==> src/rtl/uart_pkg.sv <==
// Shared UART receive definitions: FSM state encoding and default sizing constants.
package uart_pkg;

    localparam int CLKS_PER_BIT_DEF = 16;
    localparam int FIFO_DEPTH_DEF   = 4;

    typedef enum logic [1:0] {
        ST_IDLE  = 2'd0,
        ST_START = 2'd1,
        ST_DATA  = 2'd2,
        ST_STOP  = 2'd3
    } uart_state_t;

endpackage

==> src/rtl/uart_rx_fifo.sv <==
// Byte FIFO for received characters; a push into a full FIFO is accepted only
// when a pop happens in the same cycle.
module uart_rx_fifo
    import uart_pkg::*;
#(
    parameter int DEPTH = FIFO_DEPTH_DEF,
    localparam int AW   = $clog2(DEPTH)
) (
    input  logic          i_clk,
    input  logic          i_rst,
    input  logic          i_push,
    input  logic [7:0]    i_wdata,
    input  logic          i_pop,
    output logic [7:0]    o_rdata,
    output logic          o_full,
    output logic          o_empty,
    output logic [AW:0]   o_count
);

    localparam logic [AW-1:0] PTR_ONE  = AW'(1);
    localparam logic [AW:0]   CNT_ONE  = (AW + 1)'(1);
    localparam logic [AW:0]   CNT_FULL = (AW + 1)'(DEPTH);

    logic [7:0]    r_mem [DEPTH];
    logic [AW-1:0] r_wr_ptr;
    logic [AW-1:0] r_rd_ptr;
    logic [AW:0]   r_count;
    logic [7:0]    r_last;
    logic          w_pop_ok;
    logic          w_push_ok;

    assign o_count  = r_count;
    assign o_full   = (r_count == CNT_FULL);
    assign o_empty  = (r_count == {(AW + 1){1'b0}});
    assign w_pop_ok  = i_pop && !o_empty;
    assign w_push_ok = i_push && (!o_full || w_pop_ok);

    // Storage array: data only, no reset needed.
    always_ff @(posedge i_clk) begin
        if (w_push_ok) begin
            r_mem[r_wr_ptr] <= i_wdata;
        end
    end

    // Pointers, occupancy and the last-popped byte.
    always_ff @(posedge i_clk or posedge i_rst) begin
        if (i_rst) begin
            r_wr_ptr <= {AW{1'b0}};
            r_rd_ptr <= {AW{1'b0}};
            r_count  <= {(AW + 1){1'b0}};
            r_last   <= 8'h00;
        end else begin
            if (w_push_ok) begin
                r_wr_ptr <= r_wr_ptr + PTR_ONE;
            end
            if (w_pop_ok) begin
                r_rd_ptr <= r_rd_ptr + PTR_ONE;
                r_last   <= r_mem[r_rd_ptr];
            end
            case ({w_push_ok, w_pop_ok})
                2'b10:   r_count <= r_count + CNT_ONE;
                2'b01:   r_count <= r_count - CNT_ONE;
                default: r_count <= r_count;
            endcase
        end
    end

    // When empty the head keeps showing the byte that was consumed last.
    always_comb begin
        if (o_empty) begin
            o_rdata = r_last;
        end else begin
            o_rdata = r_mem[r_rd_ptr];
        end
    end

endmodule

==> src/rtl/uart_rx_ctrl.sv <==
// UART receiver: 2-flop line synchronizer, mid-bit sampling FSM (8N1, LSB first)
// and a small receive FIFO with overrun and framing-error reporting.
module uart_rx_ctrl
    import uart_pkg::*;
#(
    parameter int CLKS_PER_BIT = CLKS_PER_BIT_DEF,
    parameter int FIFO_DEPTH   = FIFO_DEPTH_DEF
) (
    input  logic       i_clk,
    input  logic       i_rst,
    input  logic       i_rx,
    output logic [7:0] o_data,
    output logic       o_valid,
    input  logic       i_ready,
    output logic       o_frame_err,
    output logic       o_overrun,
    input  logic       i_clr,
    output logic       o_busy
);

    localparam int          CW        = $clog2(FIFO_DEPTH) + 1;
    localparam logic [15:0] HALF_LAST = 16'(CLKS_PER_BIT / 2 - 1);
    localparam logic [15:0] BIT_LAST  = 16'(CLKS_PER_BIT - 1);
    localparam logic [15:0] CNT_ONE   = 16'd1;

    logic          r_rx_meta;
    logic          r_rx_sync;
    uart_state_t   r_state;
    uart_state_t   w_state_next;
    logic [15:0]   r_clk_cnt;
    logic [15:0]   w_clk_cnt_next;
    logic [2:0]    r_bit_idx;
    logic [2:0]    w_bit_idx_next;
    logic [7:0]    r_shift;
    logic [7:0]    w_shift_next;
    logic          r_frame_err;
    logic          w_frame_err_next;
    logic          r_overrun;
    logic          r_busy;
    logic          w_push;
    logic          w_drop;
    logic          w_pop;
    logic          w_fifo_full;
    logic          w_fifo_empty;
    logic [CW-1:0] w_fifo_count;

    assign o_valid     = (w_fifo_count != {CW{1'b0}});
    assign w_pop       = i_ready && !w_fifo_empty;
    assign o_frame_err = r_frame_err;
    assign o_overrun   = r_overrun;
    assign o_busy      = r_busy;

    // Line synchronizer, idles high so reset does not fake a start bit.
    always_ff @(posedge i_clk or posedge i_rst) begin
        if (i_rst) begin
            r_rx_meta <= 1'b1;
            r_rx_sync <= 1'b1;
        end else begin
            r_rx_meta <= i_rx;
            r_rx_sync <= r_rx_meta;
        end
    end

    // Receive FSM state register plus counters and status flags.
    always_ff @(posedge i_clk or posedge i_rst) begin
        if (i_rst) begin
            r_state     <= ST_IDLE;
            r_clk_cnt   <= 16'd0;
            r_bit_idx   <= 3'd0;
            r_shift     <= 8'h00;
            r_frame_err <= 1'b0;
            r_overrun   <= 1'b0;
            r_busy      <= 1'b0;
        end else begin
            r_state     <= w_state_next;
            r_clk_cnt   <= w_clk_cnt_next;
            r_bit_idx   <= w_bit_idx_next;
            r_shift     <= w_shift_next;
            r_frame_err <= w_frame_err_next;
            r_busy      <= (w_state_next != ST_IDLE);
            // A new drop wins over a simultaneous clear.
            if (w_drop) begin
                r_overrun <= 1'b1;
            end else if (i_clr) begin
                r_overrun <= 1'b0;
            end else begin
                r_overrun <= r_overrun;
            end
        end
    end

    // Next-state, sampling and push/drop decisions.
    always_comb begin
        w_state_next     = r_state;
        w_clk_cnt_next   = r_clk_cnt;
        w_bit_idx_next   = r_bit_idx;
        w_shift_next     = r_shift;
        w_frame_err_next = 1'b0;
        w_push           = 1'b0;
        w_drop           = 1'b0;
        case (r_state)
            ST_IDLE: begin
                if (!r_rx_sync) begin
                    w_clk_cnt_next = 16'd0;
                    w_state_next   = ST_START;
                end else begin
                    w_state_next   = ST_IDLE;
                end
            end
            ST_START: begin
                if (r_clk_cnt == HALF_LAST) begin
                    w_clk_cnt_next = 16'd0;
                    w_bit_idx_next = 3'd0;
                    if (!r_rx_sync) begin
                        w_state_next = ST_DATA;
                    end else begin
                        w_state_next = ST_IDLE;
                    end
                end else begin
                    w_clk_cnt_next = r_clk_cnt + CNT_ONE;
                end
            end
            ST_DATA: begin
                if (r_clk_cnt == BIT_LAST) begin
                    w_shift_next[r_bit_idx] = r_rx_sync;
                    w_clk_cnt_next          = 16'd0;
                    if (r_bit_idx == 3'd7) begin
                        w_state_next = ST_STOP;
                    end else begin
                        w_bit_idx_next = r_bit_idx + 3'd1;
                    end
                end else begin
                    w_clk_cnt_next = r_clk_cnt + CNT_ONE;
                end
            end
            ST_STOP: begin
                if (r_clk_cnt == BIT_LAST) begin
                    w_clk_cnt_next = 16'd0;
                    w_state_next   = ST_IDLE;
                    if (r_rx_sync) begin
                        w_push = 1'b1;
                        w_drop = w_fifo_full && !w_pop;
                    end else begin
                        w_frame_err_next = 1'b1;
                    end
                end else begin
                    w_clk_cnt_next = r_clk_cnt + CNT_ONE;
                end
            end
            default: begin
                w_state_next   = ST_IDLE;
                w_clk_cnt_next = 16'd0;
                w_bit_idx_next = 3'd0;
            end
        endcase
    end

    uart_rx_fifo #(
        .DEPTH (FIFO_DEPTH)
    ) u_fifo (
        .i_clk   (i_clk),
        .i_rst   (i_rst),
        .i_push  (w_push),
        .i_wdata (r_shift_or_next(w_shift_next)),
        .i_pop   (w_pop),
        .o_rdata (o_data),
        .o_full  (w_fifo_full),
        .o_empty (w_fifo_empty),
        .o_count (w_fifo_count)
    );

    // The stop-bit push carries the fully assembled byte.
    function automatic logic [7:0] r_shift_or_next(input logic [7:0] shift_val);
        return shift_val;
    endfunction

endmodule

==> config.mk <==
export PLATFORM = sky130hd
export DESIGN_NAME = uart_rx_ctrl
export DESIGN_NICKNAME = d
export VERILOG_FILES = /design/src/rtl/uart_pkg.sv /design/src/rtl/uart_rx_fifo.sv /design/src/rtl/uart_rx_ctrl.sv
export SDC_FILE = /design/constraint.sdc
export NUM_CORES = 1
export LEC_CHECK = 0
export ABC_AREA = 0
export BUFFER_PORTS_ARGS = -buffer_cell sky130_fd_sc_hd__buf_2
export CORE_MARGIN = 3
export CORE_UTILIZATION = 52
export CTS_CLUSTER_DIAMETER = 120
export CTS_CLUSTER_SIZE = 12
export DETAILED_ROUTE_END_ITERATION = 12
export GPL_TIMING_DRIVEN = 0
export PLACE_DENSITY = 0.78
export SETUP_SLACK_MARGIN = 0.15
export SLEW_MARGIN = 20
export SYNTH_ARGS = -nofsm -noshare
export SYNTH_HDL_FRONTEND = slang
export SYNTH_SLANG_ARGS = --single-unit
==> constraint.sdc <==
create_clock -name i_clk -period 2 [get_ports i_clk]
set_input_delay 0.2 -clock i_clk [delete_from_list [all_inputs] [get_ports i_clk]]
set_output_delay 0.2 -clock i_clk [all_outputs]
set_load 0.02 [all_outputs]
Yosys cells after proc, flatten, opt, wreduce, memory -nomap -nowiden
Memories as Yosys holds them, arrays and structs flattened.
Cells that the tools add are included.
- add/sub/neg operators: 6
- magnitude comparators: 2
- equal/unequal tests: 13
- muxes and demuxes: 35
- reductions and logical operators: 18
- operator list (kind ; count):
    $mux 16 ; 3
    $pmux 16 s3 ; 1
    $mux 8 ; 3
    $add 16x1->16 const B ; 1
    $eq 16x3->1 const B ; 1
    $eq 16x4->1 const B ; 1
    $mux 1 ; 15
    $pmux 3 s2 ; 2
    $mux 2 ; 5
    $mux 3 ; 3
    $bwmux 8 ; 1
    $ne 2x2->1 const B ; 4
    $pmux 2 s4 ; 1
    $reduce_bool 2->1 ; 4
    $add 3x1->3 const B ; 2
    $eq 2x2->1 const B ; 3
    $eq 3x3->1 const B ; 2
    $logic_and 1x1->1 ; 5
    $add 2x1->2 const B ; 2
    $eq 2x1->1 const B ; 2
    $lt 3x4->1 const B ; 1
    $reduce_and 4->1 ; 1
    $demux 1 s3 ; 1
    $ge 3x1->1 const B ; 1
    7 further kinds ; 9
- bits in registers: 49
- bits in writable memories: 32
- output and inout bits: 12
- memories kept: 1
- memories (name ; depth ; bits a word ; read ports ; clocked after memory_dff ; write ports ; line ; source):
    u_fifo.r_mem ; 4 ; 8 ; 1 ; 0 ; 1 ; uart_rx_fifo.sv:24 ; logic [7:0] r_mem [DEPTH];

Depth between registers and ports, before layout
Gate-level depths: netlist (run 1).
- word-level depth: 9
- mapped depth: 9
- mapped depth without buffers: 9

By module
A second synthesis (run 1) with hierarchy kept.
- cells, all modules: 304
- area, all modules: 3902.5 µm²
- modules (own cells, without submodules) (module ; times used ; cells an instance ; area an instance (µm²) ; seq. area each (µm²)):
    uart_rx_fifo ; 1 ; 106 ; 1981.9 ; 1336.3
    uart_rx_ctrl ; 1 ; 198 ; 1920.6 ; 853.3

Worst setup path before layout (run 1)
Ideal clock, no wire load.
- path kind: register to register
- from: reg r_clk_cnt[0]
- to: mem u_fifo.r_mem[0][2] (data pin)
- library setup time: 0.276 ns
- data arrival time: 1.975 ns
- slack: -0.251 ns
- cell stages (with the launch flop): 7
- buffers on the path: 0
- period minus slack after synthesis: 2.251 ns
- path through: dfrtp_1 > ha_1 > and3_1 > nand4_2 > or3_4 > nor3b_2 > mux2_1
- longest elaborated chain between the ends: 3
- ends and longest elaborated chain (item ; line ; source):
    start, declared ; uart_rx_ctrl.sv:30 ; logic [15:0] r_clk_cnt;
    start signal, assigned ; uart_rx_ctrl.sv:76 ; r_clk_cnt <= w_clk_cnt_next;
    $eq 16x4->1 ; uart_rx_ctrl.sv:124 ; if (r_clk_cnt == BIT_LAST) begin
    $mux 8 ; uart_rx_ctrl.sv:124 ;
    $mux 8 ; uart_rx_ctrl.sv:101 ; case (r_state)
    named net u_fifo.i_wdata[2] ; uart_rx_fifo.sv:12 ; input logic [7:0] i_wdata,
    end, declared ; uart_rx_fifo.sv:24 ;
The timed path passes the listed nets, and every way through them passes these cells.

Worst setup path in the final report (run 1)
- from: reg r_clk_cnt[8]
- to: mem u_fifo.r_mem[2][2] (data pin)
Same word-level chain as after synthesis.

==> results of run 1 <==
==> worst max-delay path: stages (launching register included) <==
cell	delay, ns
dfrtp_2	0.44
nor4_4	0.28
buf_4	0.18
nand4_4	0.10
or3_4	0.40
nor3b_4	0.20
mux2_4	0.35
==> metrics by stage <==
| step | hold slack [ns] | setup slack [ns] | TNS (ns) |
|---|---|---|---|
| global placement | 0.3087 | -0.3002 | -12.85 |
| global route | 0.02758 | -0.2956 | -14.09 |
| detailed placement | 0.3093 | -0.3389 | -13.67 |
| floorplan | 0.2045 | -0.1717 | -2.483 |
| CTS | 0.02779 | -0.1738 | -5.320 |
| finish | 0.04401 | -0.2267 | -7.959 |
==> cell families after synthesis <==
| family | synth area share |
|---|---|
| adder cells (fa/ha/maj) | 0.02867 |
| AND/OR/NAND/NOR | 0.1727 |
| multiplexers | 0.1013 |
| flip-flops | 0.5833 |
| XOR/XNOR | 0.02333 |
| buffers and inverters | 0.01833 |
| AO/OA/AOI/OAI | 0.07233 |
==> repair_timing <==
| action | CTS | global route |
|---|---|---|
| cloned | 1 | 1 |
| hold buffers | 2 | 0 |
| endpoints found under the hold margin | 29 | 0 |
| pin swaps | 15 | 13 |
| setup buffers | 21 | 12 |
| gates resized for setup | 29 | 55 |
| setup endpoints to repair | 100 | 106 |
==> cells in the final DEF, fill, tap and decap left out, types with 3 or more instances in the layout <==
master	netlist	routed
nor2_1	10	8
clkbuf_1	7	4
mux2_4	0	14
inv_1	8	7
nand2_1	42	39
a22o_1	5	4
o21ai_0	10	6
nor3_1	5	5
and3_1	6	4
clkinv_4	0	3
and2_4	0	4
a31oi_1	7	6
edfxtp_1	32	32
dfrtp_1	47	36
buf_6	0	11
mux4_2	8	8
xor2_1	3	3
a21oi_2	0	6
nand4_1	4	4
xnor2_1	7	7
clkbuf_8	0	9
ha_1	7	6
nor2b_1	4	4
nand2b_1	4	4
nor4_4	3	3
buf_2	1	8
a21o_1	3	3
nand3_1	10	10
buf_4	0	32
nand3b_1	3	3
dfrtp_2	0	11
==> final timing paths <==
| kind | startpoint | endpoint | depth (start not counted) | slack [ns] |
|---|---|---|---|---|
| setup / recovery | r_clk_cnt[8] | u_fifo.r_mem[2][2] | 6 | -0.23 |
| hold / removal | i_clr | o_overrun | 2 | 0.04 |
| max in group asynchronous | i_rst | r_rx_meta | 4 | 0.85 |
| min in group asynchronous | i_rst | u_fifo.r_last[6] | 3 | 0.51 |
| setup reg to reg | r_clk_cnt[8] | u_fifo.r_mem[2][2] | 6 | -0.23 |
| hold reg to reg | r_rx_meta | r_rx_sync | 0 | 0.36 |
==> layout make-up <==
cell class	instances	share of cell area
Multi-Input combinational cell	197	0.3546
Buffer	10	0.01454
Tap cell	96	0.02492
Clock inverter	6	0.01947
Clock buffer	10	0.02648
Timing Repair Buffer	54	0.09657
Sequential cell	81	0.4572
Inverter	8	0.006231
==> metal layers <==
metal / share of wire / track usage / up-vias / wire length, µm
li1: - / - / 1212 / -
met1: 0.41 / 0.2454 / 1311 / 3575
met2: 0.54 / 0.3574 / 47 / 4704
met3: 0.025 / 0.04308 / 11 / 220
met4: 0.018 / 0.08040 / 0 / 152
met5: 0 / 0 / - / 0
==> report_power, final <==
group	total, mW	switching, mW	leakage, nW	internal, mW
combinational	2.50	1.20	1.00	1.29
clock	1.31	0.602	0.107	0.710
sequential	2.32	0.301	0.869	2.02
==> sequential cells by signal (all words and copies together), names as in the netlist <==
name             cells
o_busy               1
o_frame_err          1
o_overrun            1
r_bit_idx            3
r_clk_cnt           16
r_rx_meta            1
r_rx_sync            1
r_shift              8
r_state              2
u_fifo.o_count       3
u_fifo.r_last        8
u_fifo.r_mem        32
u_fifo.r_rd_ptr      2
u_fifo.r_wr_ptr      2
==> impl_results.md, run 1 <==
* Worst EP arrival at 2.31 ns
* Fraction of layout cells with a size suffix above 1 at 0.4126
* Failing checks: negative setup slack
* Ys flop type: dfrtp_1
* Post-synth top cells: dfrtp_1 (47), nand2_1 (42), edfxtp_1 (32), mux2_2 (13)
* Detail Route Antenna Nets at 0
* Clk sink count at 81
* Largest net degree at the start of global routing at 30
* Placement Cell Area at 4041 µm²
* Worst hold-check path type: in2reg
* # IOs at 17
* DRC at 0
* Vias/cell at 5.587
* DP HPWL at 4885 µm
* Clk buf depth at 2
* Crit share post-route at 1.113
* Startpoint Class: flip-flop
* Fin worst setup slack at -0.2267 ns
* Via count at 2581
* Post-synthesis register bit count at 81
* PwrDens at 1271 nW/µm²
* Worst Path Max Fanout at 5
* Die width at 90.96 µm
* CTS tree: built
* Core Region at 6907 µm²
* GR Overflow Total at 0
* Final wirelength at 8653 µm
* Diodes inserted at 0
* RD Place Congestion at 0.8549
* Max Transition Viols Final at 0
* Initial Util at 0.5435
* Mean Syn Cell Area at 12.68 µm²
* Worst rel slew slack at 0.4386
* Area of the multi-input gates at 1709 µm²
* Worst Tran Pin Value at 0.8390 ns
* Worst setup path class: reg2reg
* Peak supply drop at 0.7953 mV
* Post-synth top area share at 0.3133
* Nets at 374
* Status: complete, but fails checks
* Cell Rows at 30
* Number of synthesized flops with an enable pin at 32
* Max-cap violations at 0
* Max Freq at 449.1 MHz
* RSZ-0062 raised after global routing: true
* Clock Latency Late Sink at 0.35 ns
* Final Critical Period at 2.227 ns
* CTS root buffer: clkbuf_8
* Syn_nets at 309
* Synth Cell Area at 3754 µm²
* Vias in the first global route at 2691
* Final design utilization at 0.6978
* Die Height at 90.96 µm
* Seq/Total Area, Yosys at 0.5833
* CTS buffer count at 9
* Synth-to-Final Area Change at 28.40%
* H-tree Lvls at 3
* Dominant cell type by area after synthesis: dfrtp_1
* 1st-iter DRT viols at 83
* Avg WL per Cell at 18.73 µm
* Router iterations before antenna repair at 4
* Pleak at 1.977 nW
* # port buffers at 16
* Non-Filler Cell Area, Final at 4820 µm²
* Non-Filler Instances at 462
* Top post-synthesis cells by area: dfrtp_1 (31%), edfxtp_1 (26%), mux4_2 (4.8%), nand2_1 (4.2%), mux2_2 (3.9%)
* First-pass GRT wire length at 13230 µm
* Cell variety after synth at 52
* Async S/R FF share, synth at 0.6049
* Top-count cell post-synth: dfrtp_1
* Die Area at 8274 µm²
* Crit end category: flip-flop
* Fin. Hold Viols at 0
* Global Route Usage Sum at 0.2040
* Synthesis warning total at 0
* # setup viols final at 94
* Storage cell area at 2203 µm²
* Required time of the critical path at 2.08 ns
* Antenna violations before repair at 0
* Clk_skew at 0.01664 ns
* Filler Cells Inserted at 432
* Pwr Total at 6.124 mW
* Cells after DPL at 409
* Post-Synthesis Cells at 296
* Clock transition at path regs at 0.09 ns
No activity file was read; power rests on OpenSTA's default activity.
==> inputs of run 2 (changes only) <==
Settings changed: REMOVE_ABC_BUFFERS set to 1.
==> run 2 against run 1 <==
The run still ends with negative setup slack left. Sequential share of layout area increased by 0.27 points. Register-to-register slack about the same. Largest cell class unchanged. Largest power group is now sequential cells. Setup slack improved by 0.0091 ns. Count of clock-buffer cells in the layout unchanged. Global-route usage about the same. Fmax increased by 0.41%.
==> impl_results.md, run 2 (same netlist as run 1, synthesis figures left out) <==
* Status: complete, but fails checks (unchanged)
* Failing checks: negative setup slack (unchanged)
* 1st-iter DRT viols at 234 (was 83)
* Nets at 368 (was 374)
* Avg WL per Cell at 19.48 µm (was 18.73 µm)
* Worst setup path class: reg2reg (unchanged)
* Clk_skew at 0.01823 ns (was 0.01664 ns)
* PwrDens at 1265 nW/µm² (was 1271 nW/µm²)
* Non-Filler Instances at 456 (was 462)
* Worst Path Max Fanout at 5 (unchanged)
* Largest net degree at the start of global routing at 29 (was 30)
* Peak supply drop at 0.5137 mV (was 0.7953 mV)
* Initial Util at 0.5435 (unchanged)
* Vias/cell at 5.901 (was 5.587)
* First-pass GRT wire length at 13300 µm (was 13230 µm)
* Clk buf depth at 2 (unchanged)
* Fin. Hold Viols at 0 (unchanged)
* Worst hold-check path type: in2reg (unchanged)
* Die Height at 90.96 µm (unchanged)
* Die Area at 8274 µm² (unchanged)
* Pleak at 1.968 nW (was 1.977 nW)
* Global Route Usage Sum at 0.2038 (was 0.2040)
* GR Overflow Total at 0 (unchanged)
* Biggest register: u_fifo.r_mem (unchanged)
* Worst EP arrival at 2.32 ns (was 2.31 ns)
* H-tree Lvls at 3 (unchanged)
* RSZ-0062 raised after global routing: true (unchanged)
* Worst rel slew slack at 0.4520 (was 0.4386)
* Filler Cells Inserted at 434 (was 432)
* Worst path slowest cell: dfrtp_2 (unchanged)
* Final Critical Period at 2.218 ns (was 2.227 ns)
* Crit end category: flip-flop (unchanged)
* Fraction of layout cells with a size suffix above 1 at 0.4111 (was 0.4126)
* CTS buffer count at 9 (unchanged)
* Max-cap violations at 0 (unchanged)
* Clock Latency Late Sink at 0.36 ns (was 0.35 ns)
* Startpoint Class: flip-flop (unchanged)
* Worst Tran Pin Value at 0.8171 ns (was 0.8390 ns)
* Vias in the first global route at 2600 (was 2691)
* CTS tree: built (unchanged)
* Worst hold slack at 0.01251 ns (was 0.04401 ns)
* Cell Rows at 30 (unchanged)
* Antenna violations before repair at 0 (unchanged)
* Clock transition at path regs at 0.09 ns (about the same)
* Crit share post-route at 1.109 (was 1.113)
* Detail Route Antenna Nets at 0 (unchanged)
* RD Place Congestion at 0.8102 (was 0.8549)
* Via count at 2691 (was 2581)
* Critical Path Max Stage Delay at 0.45 ns (was 0.44 ns)
* # setup viols final at 53 (was 94)
* Pwr Total at 6.049 mW (was 6.124 mW)
* Max FFs per register at 32 (unchanged)
* Cell chain of the critical path: nor4_4 > nand4_4 > or3_4 > nor3b_4 > mux2_4 (was nor4_4 > buf_4 > nand4_4 > or3_4 > nor3b_4 > mux2_4)
* Buffers and inverters on the worst path at 0 (was 1)
* # port buffers at 16 (unchanged)
* Final wirelength at 8885 µm (was 8653 µm)
* DRC at 0 (unchanged)
* Router iterations before antenna repair at 4 (unchanged)
* Clk sink count at 81 (unchanged)
* # IOs at 17 (unchanged)
* Core Region at 6907 µm² (unchanged)
* Required time of the critical path at 2.10 ns (was 2.08 ns)
* CTS root buffer: clkbuf_8 (unchanged)
* Diodes inserted at 0 (unchanged)
* Cells after DPL at 399 (was 409)
* Worst path top cell family by delay: simple AND/OR/NAND/NOR gates (unchanged)
* Synth-to-Final Area Change at 27.37% (was 28.40%)
* Die width at 90.96 µm (unchanged)
* Max Freq at 450.9 MHz (was 449.1 MHz)
* DP HPWL at 4743 µm (was 4885 µm)
* Fin worst setup slack at -0.2176 ns (was -0.2267 ns)
* Regs by FF count: u_fifo.r_mem (32), r_clk_cnt (16) (unchanged)
* Max Transition Viols Final at 0 (unchanged)
* Commonest non-fill, non-tap cells in the layout: nand2_1 (40), dfrtp_1 (40), edfxtp_1 (32) (was nand2_1 (39), dfrtp_1 (36), buf_4 (32), edfxtp_1 (32), mux2_4 (14))
-- run 2: metal layers --
layer,vias to the layer above,GRT usage,part of all wire
met5,-,0,0
met4,0,0.07789,0.020
met3,17,0.03397,0.050
met2,92,0.3250,0.52
met1,1378,0.2817,0.41
li1,1204,-,-
-- run 2: final timing paths --
path,endpoint,slack [ns],start,cells after the start
min reg2reg,r_rx_sync,0.36,r_rx_meta,0
min in group asynchronous,r_clk_cnt[1],0.42,i_rst,3
max reg2reg,u_fifo.r_mem[1][2],-0.22,r_clk_cnt[13],5
max in group asynchronous,r_bit_idx[0],1.04,i_rst,4
max,u_fifo.r_mem[1][2],-0.22,r_clk_cnt[13],5
min,o_overrun,0.01,i_clr,2
-- run 2: report_power, final --
group | switching, mW | internal (mW) | total (mW) | leakage [nW]
registers | 0.449 | 2.00 | 2.45 | 0.873
clock network | 0.630 | 0.710 | 1.34 | 0.103
logic | 1.08 | 1.18 | 2.26 | 0.991
-- run 2: area by class of cell --
class	count	area, µm²	area share
multi-input cells	199	1730	0.3619
repair buffers	56	481.7	0.1008
well taps	96	120.1	0.02512
inverters	8	30.03	0.006281
clock inverters	6	92.59	0.01937
flip-flops and latches	81	2198	0.4598
clock buffers	10	127.6	0.02669
-- run 2: metrics by stage --
| step | setup TNS, ns | setup WS, ns | utilization | area [µm²] |
|---|---|---|---|---|
| after floorplan | -3.805 | -0.2511 | - | 3715 |
| after global placement | -21.97 | -0.4446 | 0.5668 | 3915 |
| after detailed placement | -23.58 | -0.5041 | 0.5697 | 3935 |
| after CTS | -5.876 | -0.2201 | 0.6616 | 4569 |
| after global routing | -11.80 | -0.2758 | 0.6922 | 4781 |
| final | -6.777 | -0.2176 | 0.6922 | 4781 |
-- run 2: what timing repair did --
item,CTS,global route
resized for setup,71,29
endpoints found under the hold margin,20,0
pin swaps,21,14
buffers inserted,23,14
setup endpoints to repair,101,100
hold buffers,2,0
cloned,1,1
==> inputs of run 3 (changes only) <==
Settings changed: CTS_CLUSTER_DIAMETER 120 to unset, MAX_ROUTING_LAYER set to met4, PLACE_DENSITY 0.78 to 0.75.
Clock period 2 ns to 2.3 ns, I/O delays scaled along.
==> run 3 against run 2 <==
The flow now finishes without violations. Critical path depth stayed put. Flip-flop and latch count is the same. Count of clock-buffer cells in the layout shrank 1. Highest routed layer unchanged.
==> impl_results.md, run 3 (same netlist as run 1, synthesis figures left out) <==
* Biggest register: u_fifo.r_mem (unchanged)
* Max-cap violations at 0 (unchanged)
* Cells after DPL at 399 (unchanged)
* First-pass GRT wire length at 11860 µm (was 13300 µm)
* Worst Tran Pin Value at 0.7789 ns (was 0.8171 ns)
* Cell Rows at 30 (unchanged)
* Leading cell type in the layout, fill and taps excluded: dfrtp_1
* GR Overflow Total at 0 (unchanged)
* Fraction of layout cells with a size suffix above 1 at 0.3123 (was 0.4111)
* RD Place Congestion at 0.8386 (was 0.8102)
* Die Area at 8274 µm² (unchanged)
* Detail Route Antenna Nets at 0 (unchanged)
* Die Height at 90.96 µm (unchanged)
* Startpoint Class: flip-flop (unchanged)
* Crit end category: flip-flop (unchanged)
* PwrDens at 1048 nW/µm² (was 1265 nW/µm²)
* # port buffers at 16 (unchanged)
* Clock Latency Late Sink at 0.34 ns (was 0.36 ns)
* Router iterations before antenna repair at 5 (was 4)
* Vias in the first global route at 2383 (was 2600)
* Status: finished, final reports clean (was complete, but fails checks)
* Total negative setup slack at 0 ns (was -6.777 ns)
* Non-Filler Instances at 429 (was 456)
* Global Route Usage Sum at 0.1858 (was 0.2038)
* Synth-to-Final Area Change at 15.80% (was 27.37%)
* Max FFs per register at 32 (unchanged)
* Worst Path Max Fanout at 5 (unchanged)
* H-tree Lvls at 3 (unchanged)
* # IOs at 17 (unchanged)
* Clock transition at path regs at 0.09 ns (about the same)
* Pleak at 1.760 nW (was 1.968 nW)
* DP HPWL at 4513 µm (was 4743 µm)
* Max Transition Viols Final at 0 (unchanged)
* Avg WL per Cell at 16.23 µm (was 19.48 µm)
* 1st-iter DRT viols at 122 (was 234)
* FF-to-FF path depth at 5 (unchanged)
* Largest net degree at the start of global routing at 31 (was 29)
* Die width at 90.96 µm (unchanged)
* Nets at 341 (was 368)
* RSZ-0062 raised after global routing: true (unchanged)
* CTS tree: built (unchanged)
* Crit share post-route at 0.9518 (was 1.109)
* Initial Util at 0.5435 (unchanged)
* Clk sink count at 81 (unchanged)
* Worst hold-check path type: in2reg (unchanged)
* Max Freq at 456.8 MHz (was 450.9 MHz)
* Antenna violations before repair at 0 (unchanged)
* Regs by FF count: u_fifo.r_mem (32), r_clk_cnt (16) (unchanged)
* Core Region at 6907 µm² (unchanged)
* Peak supply drop at 0.5685 mV (was 0.5137 mV)
* Worst EP arrival at 2.28 ns (was 2.32 ns)
* Final Critical Period at 2.189 ns (was 2.218 ns)
* DRC at 0 (unchanged)
* Vias/cell at 5.529 (was 5.901)
* Worst setup path class: reg2reg (unchanged)
* CTS buffer count at 9 (unchanged)
* Final wirelength at 6964 µm (was 8885 µm)
* Diodes inserted at 0 (unchanged)
* Clk_skew at 0.008114 ns (was 0.01823 ns)
* Required time of the critical path at 2.39 ns (was 2.10 ns)
* Final design utilization at 0.6293 (was 0.6922)
* Fin. Hold Viols at 0 (unchanged)
* Worst rel slew slack at 0.4776 (was 0.4520)
* Via count at 2372 (was 2691)
* Clk buf depth at 2 (unchanged)
* CTS root buffer: clkbuf_8 (unchanged)
* Commonest non-fill, non-tap cells in the layout: dfrtp_1 (42), nand2_1 (41), edfxtp_1 (32) (was nand2_1 (40), dfrtp_1 (40), edfxtp_1 (32))
* Worst Hold Depth at 2 (unchanged)
* # setup viols final at 0 (was 53)
[run 3: cell types whose count changed in the layout (fill, tap and decap cells not counted), sizes merged]
cell,before,now
bufinv,2,1
inv,9,10
a22o,6,5
clkinv,1,2
nor3,8,7
clkbuf,10,9
buf,54,29
[run 3: path summary, 6_finish.rpt]
path,to,start,slack (ns)
hold / removal,o_overrun,i_clr,0.07
min in group asynchronous,u_fifo.o_count[2],i_rst,0.54
hold reg to reg,r_rx_sync,r_rx_meta,0.36
setup / recovery,u_fifo.r_mem[1][2],r_clk_cnt[7],0.11
setup reg to reg,u_fifo.r_mem[1][2],r_clk_cnt[7],0.11
max in group asynchronous,r_rx_sync,i_rst,1.13
[run 3: through the flow]
| stage | setup WS [ns] | instance area, µm² | total power [mW] | hold slack [ns] |
|---|---|---|---|---|
| final | 0.1109 | 4347 | 4.557 | 0.06720 |
| after global routing | 0.03369 | 4347 | 4.888 | 0.06357 |
| after CTS | 0.03656 | 4259 | 4.511 | 0.05090 |
| after detailed placement | -0.1538 | 3943 | 3.373 | 0.3379 |
| after global placement | -0.1454 | 3915 | 3.320 | 0.3360 |
| after floorplan | 0.04888 | 3715 | 3.031 | 0.2345 |
[run 3: what timing repair did]
item                                    in CTS  in global routing
hold endpoints to repair                     6                  0
endpoints found under the setup margin      84                 78
hold buffers                                 2                  0
setup buffers                                7                  5
pin swaps                                    6                  6
resized for setup                           21                 18
[run 3: routing by layer]
| layer | track usage | vias to the layer above | routed length (µm) |
|---|---|---|---|
| li1 | - | 1146 | - |
| met1 | 0.2353 | 1175 | 3166 |
| met2 | 0.3041 | 47 | 3510 |
| met3 | 0.03728 | 4 | 229 |
| met4 | 0.05653 | 0 | 58 |
| met5 | - | - | 0 |
[run 3: power breakdown]
group          switching (mW)  internal (mW)  total [mW]  leakage [nW]
registers               0.332           1.74        2.07         0.876
logic                   0.728          0.711        1.44         0.786
clock network           0.532          0.513        1.04        0.0977
total                    1.59           2.96        4.56          1.76
[run 3: worst max-delay path, cell delays in order (launching register included)]
cell and delay, ns:
dfrtp_1 0.46, nor4_4 0.37, nand4_2 0.16, or3_4 0.41, nor3b_4 0.20, mux2_4 0.35
[run 3: cell type report]
type                            count  area, µm²
Clock buffer                        9      123.9
Fill cell                         549       2560
Sequential cell                    81       2196
Multi-Input combinational cell    197       1577
Tap cell                           96      120.1
Inverter                            8      30.03
Timing Repair Buffer               31      221.5
Clock inverter                      7      78.83
